**config.mk**
```make
export PLATFORM = sky130hd
export DESIGN_NAME = interrupt_controller_flat
export DESIGN_NICKNAME = d
export VERILOG_FILES = /design/src/rtl/intc_pkg.sv /design/src/rtl/intc_if.sv /design/src/rtl/intc_prio_enc.sv /design/src/rtl/interrupt_controller.sv /design/src/flat_wrapper.sv
export SDC_FILE = /design/constraint.sdc
export NUM_CORES = 1
export LEC_CHECK = 0
export ABC_AREA = 1
export BUFFER_PORTS_ARGS = -buffer_cell sky130_fd_sc_hd__clkbuf_2
export CAP_MARGIN = 20
export CORE_AREA = 2 2 66 68
export CTS_BUF_LIST = sky130_fd_sc_hd__clkbuf_8
export DETAILED_ROUTE_END_ITERATION = 10
export DIE_AREA = 0 0 68 70
export GPL_TIMING_DRIVEN = 0
export HOLD_SLACK_MARGIN = 0.02
export PLACE_DENSITY_LB_ADDON = 0.25
export SLEW_MARGIN = 20
export SYNTH_ARGS = -nofsm -noshare
export SYNTH_HDL_FRONTEND = slang
export SYNTH_SLANG_ARGS = --single-unit
export TNS_END_PERCENT = 100
```
**constraint.sdc**
```tcl
create_clock -name clock -period 1.3 [get_ports clock]
set_input_delay 0.26 -clock clock [delete_from_list [all_inputs] [get_ports clock]]
set_output_delay 0.26 -clock clock [all_outputs]
set_load 0.1 [all_outputs]
```
**src/rtl/intc_pkg.sv**
```systemverilog
// Shared constants for the 8051 interrupt controller:
// source indices, vector addresses, IE layout and FSM encoding.
package intc_pkg;

  localparam int SRC_INT0 = 0;
  localparam int SRC_T0   = 1;
  localparam int SRC_INT1 = 2;
  localparam int SRC_T1   = 3;
  localparam int SRC_SER  = 4;

  localparam logic [7:0] VEC_INT0 = 8'h03;
  localparam logic [7:0] VEC_T0   = 8'h0B;
  localparam logic [7:0] VEC_INT1 = 8'h13;
  localparam logic [7:0] VEC_T1   = 8'h1B;
  localparam logic [7:0] VEC_SER  = 8'h23;

  localparam int IE_EA = 7;

  typedef enum logic {
    IDLE = 1'b0,
    REQ  = 1'b1
  } intc_state_e;

  function automatic logic [7:0] vec_addr(
    input logic [2:0] idx,
    input int         stride,
    input int         offset
  );
    return 8'(offset + stride * int'(idx));
  endfunction

endpackage

```
**src/rtl/intc_if.sv**
```systemverilog
// Request/acknowledge bundle between the interrupt
// controller and the control unit.
interface intc_if;
  logic       irq_req;
  logic [7:0] irq_vector;
  logic       irq_ack;
  logic       reti;

  modport master (
    output irq_req,
    output irq_vector,
    input  irq_ack,
    input  reti
  );

  modport slave (
    input  irq_req,
    input  irq_vector,
    output irq_ack,
    output reti
  );
endinterface

```
**src/rtl/intc_prio_enc.sv**
```systemverilog
// Two-level priority encoder: high level beats low,
// lowest index wins within a level.
module intc_prio_enc #(
  parameter int NSRC = 5
) (
  input  logic [NSRC-1:0] elig,
  input  logic [NSRC-1:0] ip,
  output logic            any,
  output logic [2:0]      idx,
  output logic            level
);

  logic [NSRC-1:0] hi;
  logic [NSRC-1:0] lo;

  always_comb begin
    hi    = elig & ip;
    lo    = elig & ~ip;
    any   = |elig;
    level = |hi;
    idx   = '0;
    // Scan downward so the lowest set index is the last write.
    for (int i = NSRC - 1; i >= 0; i--) begin
      if (level ? hi[i] : lo[i]) idx = 3'(i);
    end
  end

endmodule

```
**src/rtl/interrupt_controller.sv**
```systemverilog
// Five-source, two-level 8051 interrupt controller:
// edge capture, IE/IP registers, in-service tracking, req/ack FSM.
module interrupt_controller
  import intc_pkg::*;
#(
  parameter int NSRC       = 5,
  parameter int VEC_STRIDE = 8,
  parameter int VEC_OFFSET = 3
) (
  input  logic            clock,
  input  logic            reset,
  input  logic [NSRC-1:0] irq_in,
  input  logic            ie_wr,
  input  logic [7:0]      ie_din,
  input  logic            ip_wr,
  input  logic [NSRC-1:0] ip_din,
  intc_if.master          cu,
  output logic [7:0]      ie_q,
  output logic [NSRC-1:0] ip_q,
  output logic [NSRC-1:0] pend_q
);

  localparam logic [7:0] IE_MASK =
    8'(128 + (1 << NSRC) - 1);

  intc_state_e     state_q, state_d;
  logic [NSRC-1:0] prev_q;
  logic [NSRC-1:0] pend_d;
  logic [7:0]      ie_d;
  logic [NSRC-1:0] ip_d;
  logic            inserv_lo_q, inserv_lo_d;
  logic            inserv_hi_q, inserv_hi_d;
  logic [2:0]      win_idx_q, win_idx_d;
  logic            win_lvl_q, win_lvl_d;
  logic            irq_req_q, irq_req_d;
  logic [7:0]      irq_vector_q, irq_vector_d;

  logic            ea;
  logic [NSRC-1:0] evt;
  logic [NSRC-1:0] lvl_mask;
  logic [NSRC-1:0] elig;
  logic [NSRC-1:0] clr;
  logic            set_lo;
  logic            set_hi;
  logic            enc_any;
  logic [2:0]      enc_idx;
  logic            enc_lvl;

  assign ea       = ie_q[IE_EA];
  assign evt      = irq_in & ~prev_q;
  assign lvl_mask = inserv_hi_q ? '0 :
                    inserv_lo_q ? ip_q : '1;
  assign elig     = pend_q & ie_q[NSRC-1:0]
                  & {NSRC{ea}} & lvl_mask;

  intc_prio_enc #(
    .NSRC (NSRC)
  ) u_enc (
    .elig  (elig),
    .ip    (ip_q),
    .any   (enc_any),
    .idx   (enc_idx),
    .level (enc_lvl)
  );

  always_comb begin
    state_d      = state_q;
    win_idx_d    = win_idx_q;
    win_lvl_d    = win_lvl_q;
    irq_req_d    = irq_req_q;
    irq_vector_d = irq_vector_q;
    clr          = '0;
    set_lo       = 1'b0;
    set_hi       = 1'b0;

    unique case (state_q)
      IDLE: begin
        if (enc_any) begin
          state_d      = REQ;
          win_idx_d    = enc_idx;
          win_lvl_d    = enc_lvl;
          irq_req_d    = 1'b1;
          irq_vector_d = vec_addr(enc_idx, VEC_STRIDE,
                                  VEC_OFFSET);
        end
      end
      REQ: begin
        if (cu.irq_ack) begin
          state_d   = IDLE;
          irq_req_d = 1'b0;
          clr       = {{(NSRC-1){1'b0}}, 1'b1} << win_idx_q;
          set_hi    = win_lvl_q;
          set_lo    = ~win_lvl_q;
        end else if (!ea || !ie_q[win_idx_q]) begin
          state_d   = IDLE;
          irq_req_d = 1'b0;
        end
      end
      default: state_d = IDLE;
    endcase

    // A fresh edge beats the acknowledge clear.
    pend_d = (pend_q & ~clr) | evt;

    inserv_lo_d = inserv_lo_q;
    inserv_hi_d = inserv_hi_q;
    if (cu.reti) begin
      if (inserv_hi_q) inserv_hi_d = 1'b0;
      else             inserv_lo_d = 1'b0;
    end
    if (set_hi) inserv_hi_d = 1'b1;
    if (set_lo) inserv_lo_d = 1'b1;

    ie_d = ie_wr ? (ie_din & IE_MASK) : ie_q;
    ip_d = ip_wr ? ip_din : ip_q;
  end

  always_ff @(posedge clock or posedge reset) begin
    if (reset) begin
      state_q      <= IDLE;
      prev_q       <= '0;
      pend_q       <= '0;
      ie_q         <= '0;
      ip_q         <= '0;
      inserv_lo_q  <= 1'b0;
      inserv_hi_q  <= 1'b0;
      win_idx_q    <= '0;
      win_lvl_q    <= 1'b0;
      irq_req_q    <= 1'b0;
      irq_vector_q <= '0;
    end else begin
      state_q      <= state_d;
      prev_q       <= irq_in;
      pend_q       <= pend_d;
      ie_q         <= ie_d;
      ip_q         <= ip_d;
      inserv_lo_q  <= inserv_lo_d;
      inserv_hi_q  <= inserv_hi_d;
      win_idx_q    <= win_idx_d;
      win_lvl_q    <= win_lvl_d;
      irq_req_q    <= irq_req_d;
      irq_vector_q <= irq_vector_d;
    end
  end

  assign cu.irq_req    = irq_req_q;
  assign cu.irq_vector = irq_vector_q;

endmodule

```
**src/flat_wrapper.sv**
```systemverilog
// flat-port wrapper written by rule: the top's interface ports become plain ports
module interrupt_controller_flat import intc_pkg::*;
#(
  parameter int NSRC       = 5,
  parameter int VEC_STRIDE = 8,
  parameter int VEC_OFFSET = 3
)
  (clock, reset, irq_in, ie_wr, ie_din, ip_wr, ip_din, ie_q, ip_q, pend_q, cu_irq_req, cu_irq_vector, cu_irq_ack, cu_reti);
  intc_if cu_i ();
  input  logic clock;
  input  logic reset;
  input  logic [NSRC-1:0] irq_in;
  input  logic ie_wr;
  input  logic [7:0] ie_din;
  input  logic ip_wr;
  input  logic [NSRC-1:0] ip_din;
  output logic [7:0] ie_q;
  output logic [NSRC-1:0] ip_q;
  output logic [NSRC-1:0] pend_q;
  output wire logic [$bits(cu_i.irq_req)-1:0] cu_irq_req;
  output wire logic [$bits(cu_i.irq_vector)-1:0] cu_irq_vector;
  input wire logic [$bits(cu_i.irq_ack)-1:0] cu_irq_ack;
  input wire logic [$bits(cu_i.reti)-1:0] cu_reti;
  assign cu_irq_req = cu_i.irq_req;
  assign cu_irq_vector = cu_i.irq_vector;
  assign cu_i.irq_ack = cu_irq_ack;
  assign cu_i.reti = cu_reti;
  interrupt_controller #(.NSRC(NSRC), .VEC_STRIDE(VEC_STRIDE), .VEC_OFFSET(VEC_OFFSET)) u_core (.clock(clock), .reset(reset), .irq_in(irq_in), .ie_wr(ie_wr), .ie_din(ie_din), .ip_wr(ip_wr), .ip_din(ip_din), .cu(cu_i), .ie_q(ie_q), .ip_q(ip_q), .pend_q(pend_q));
endmodule
```
==> flow_summary.ini <==
[die]
dieWidth_um = 68
die_h_um = 70
die_area_sq_um = 4760
num_io_pins = 51
start_util_pct = 38.0
rows = 24
core-area_sq_um = 4140

[timing]
period_needed_ns = 1.57
fin_ws_ns = -0.275
fin_worst_skew_ns = 0.00715
tns_ns = -1.41
final-setup-viol-count = 9
hold_violations = 0
rsz0062_at_grt = true
fin_crit_sh_pct = 121
timing.fmax_mhz = 635
worst_pin_slew_ns = 0.612
slew_viol_final = 0
slew_headroom_pct = 59.2

[placement]
detailed_place.area_sq_um = 1910
port_buffers = 41
dpl.hpwl_um = 2760
place_congestion = 0.810
dp_cells = 289

[layout]
nets = 278
fin_area_sq_um = 2260
final_cell_mix = nand2_1, inv_1, o21ai_0, clkbuf_2, buf_4
final-instance-count-excl-fill = 307
area_delta_synth_final_pct = 43.6
antenna_cells = 0
final_common_cell = nand2_1
drive_gt1_share_pct = 43.9

[logic_synthesis]
synth_top_area_cell = dfrtp_1
synth_area_per_cell_sq_um = 8.20
synth.ff_latch_count = 30
synth_compound_area_share_pct = 8.98
synth_seq_area_share_pct = 47.7
synth_xor_area_share_pct = 0
synthTopCellsByArea = dfrtp_1, nand2_1, inv_1
synth-main-ff-cell = dfrtp_1
synthAdderAreaFrac_pct = 0
synth_area_sq_um = 1570
yosys_warnings = 0
ys_async_sr_fraction_pct = 100
synth_simple_gate_area_share_pct = 30.9
synth_edf_count = 0
synthCells = 192
synth_top_family_by_area = simple AND/OR/NAND/NOR gates
muxShareOfSynthArea_pct = 1.43
ys_types = 26
synth_top_area_share_pct = 47.7

[setup_path]
crit_path_max_incr_delay_ns = 0.50
endpoint_kind = flip-flop
crit_type = flip-flop to flip-flop
rrSetupSlack_ns = -0.27
critPathRequiredTime_ns = 1.48
cpMostUsedCell = nand2_1
cp_slowest_cell = dfrtp_4
crit_arrival_ns = 1.76
critPathLaunchType = flip-flop
crit_fanout = 7
worstPathCellList = inv_4 > nor2_4 > buf_6 > nand3_4 > nand2_4 > nor2_4 > nand3_2 > nand2_2 > nand2_2 > nand2_1 > nand2_1 > nand2_1 > nand2_1

[cts]
cts_buffer_depth = 2
numCtsBuffers = 5
cts_root_buffer = clkbuf_8
cts.clk_slew.worst_paths_ns = 0.07
cts.sinks = 30
cts_max_level = 2
clock_latency_ns = 0.29
cts_tree = built

[detailed_routing]
wirelength_um = 3550
dr.pass1.iters = 4
drc_errors = 0
post_drt_wl_per_cell_um = 11.6
vias = 1413
vias_per_cell = 4.60
drt-initial-drc-count = 32
antenna_left = 0

[grt]
antenna_found_initial = 0
grt_pass1_vias = 1337
grt-ovfl-total = 0
grt_usage_pct = 17.3
grt_max_degree = 31
grt_pass1_wl_um = 6080

[worst_hold_path]
holdCritPathClass = primary input to asynchronous set/reset pin

[job]
maxCapViolations = 0

[power_and_ir_drop]
peakVddDrop_mv = 1.04
p_per_area_nw_per_um2 = 1970
power.leakage_nw = 1.15

[status]
outcome = finished with violations
violations = setup timing
==> logic make-up (layout without fill, tap and decap cells) <==
kind of cell    count (synthesis)  count (layout)
simple gates                   94              94
buf+inv                        39              98
flops                          30              30
compound gates                 26              26
mux                             2               2
other cells                     1               5
==> final timing paths <==
path,startpoint,to,cells past startpoint
setup / recovery,u_core.ie_q[7],u_core.win_idx_q[0],13
hold / removal,reset,u_core.prev_q[0],2
setup reg to reg,u_core.ie_q[7],u_core.win_idx_q[0],13
hold reg to reg,u_core.prev_q[1],u_core.pend_q[1],1
max in group asynchronous,reset,u_core.ip_q[0],2
min in group clock,irq_in[4],u_core.prev_q[4],1
==> state kept, by name, summed over array words and instances, names as in the netlist <==
name,flops
u_core.inserv_lo_q,1
u_core.win_idx_q,3
u_core.prev_q,5
u_core.pend_q,5
u_core.ip_q,5
u_core.ie_q,6
u_core.state_q,1
u_core.inserv_hi_q,1
u_core.cu.irq_req,1
u_core.win_lvl_q,1
u_core.cu.irq_vector,1
==> through the flow <==
| stage | utilization [%] | total power [W] | hold WS (ns) | setup WS (ns) |
|---|---|---|---|---|
| final | 54.6 | 0.00445 | 0.0325 | -0.275 |
| after global routing | 54.6 | 0.00474 | 0.0861 | -0.417 |
| after CTS | 52.1 | 0.00437 | 0.0594 | -0.230 |
| after detailed placement | 46.0 | 0.00333 | 0.362 | -0.239 |
| after global placement | 46.0 | 0.00331 | 0.383 | -0.223 |
| after floorplan | - | 0.00296 | 0.291 | -0.329 |
==> area by class of cell <==
cell class              instances  area, sq um
inverters                      31          120
clock buffers                   5         68.8
repair buffers                 51          410
multi-input cells             127          709
flip-flops and latches         30          793
clock inverters                 3         37.5
well taps                      52         65.1
fillers                       409         1880
plain buffers                   8         56.3
==> per-layer routing <==
metal / wire length (um) / track usage (%)
met2: 1780 / 25.5
met1: 1520 / 22.8
met3: 186 / 5.80
met4: 66 / 8.00
met5: 0 / 0
==> cell usage after synthesis (2+ instances only) <==
cell      count
nand2_1      49
dfrtp_1      30
inv_1        28
o21ai_0      20
nor2_1       11
nand3_1       9
buf_4         6
nand3_2       5
nand4_1       5
nor2_4        4
nand2_2       3
clkbuf_1      2
inv_2         2
mux2_2        2
nand4_2       2
nor2_2        2
o22ai_1       2
or2_1         2
==> worst max-delay path: cells and delay by family, from the launching register on <==
family                 cells  cell delay [ns]
AND/OR/NAND/NOR           11             0.78
flip-flops                 1             0.50
buffers and inverters      2             0.19
==> report_power, final <==
part / internal (W) / switching, W
registers: 0.00114 / 0.000221
logic: 0.000598 / 0.00159
clock network: 0.000557 / 0.000343
total: 0.00230 / 0.00216
==> repair_timing <==
action                     4_1_cts  5_1_grt
setup endpoints to repair       29       13
buffers inserted                 2        8
hold buffers                     0        0
pin swaps                        8        5
cloned                           0        0
resized for setup               34       13
Note: power is estimated with default switching activity, not from simulation.
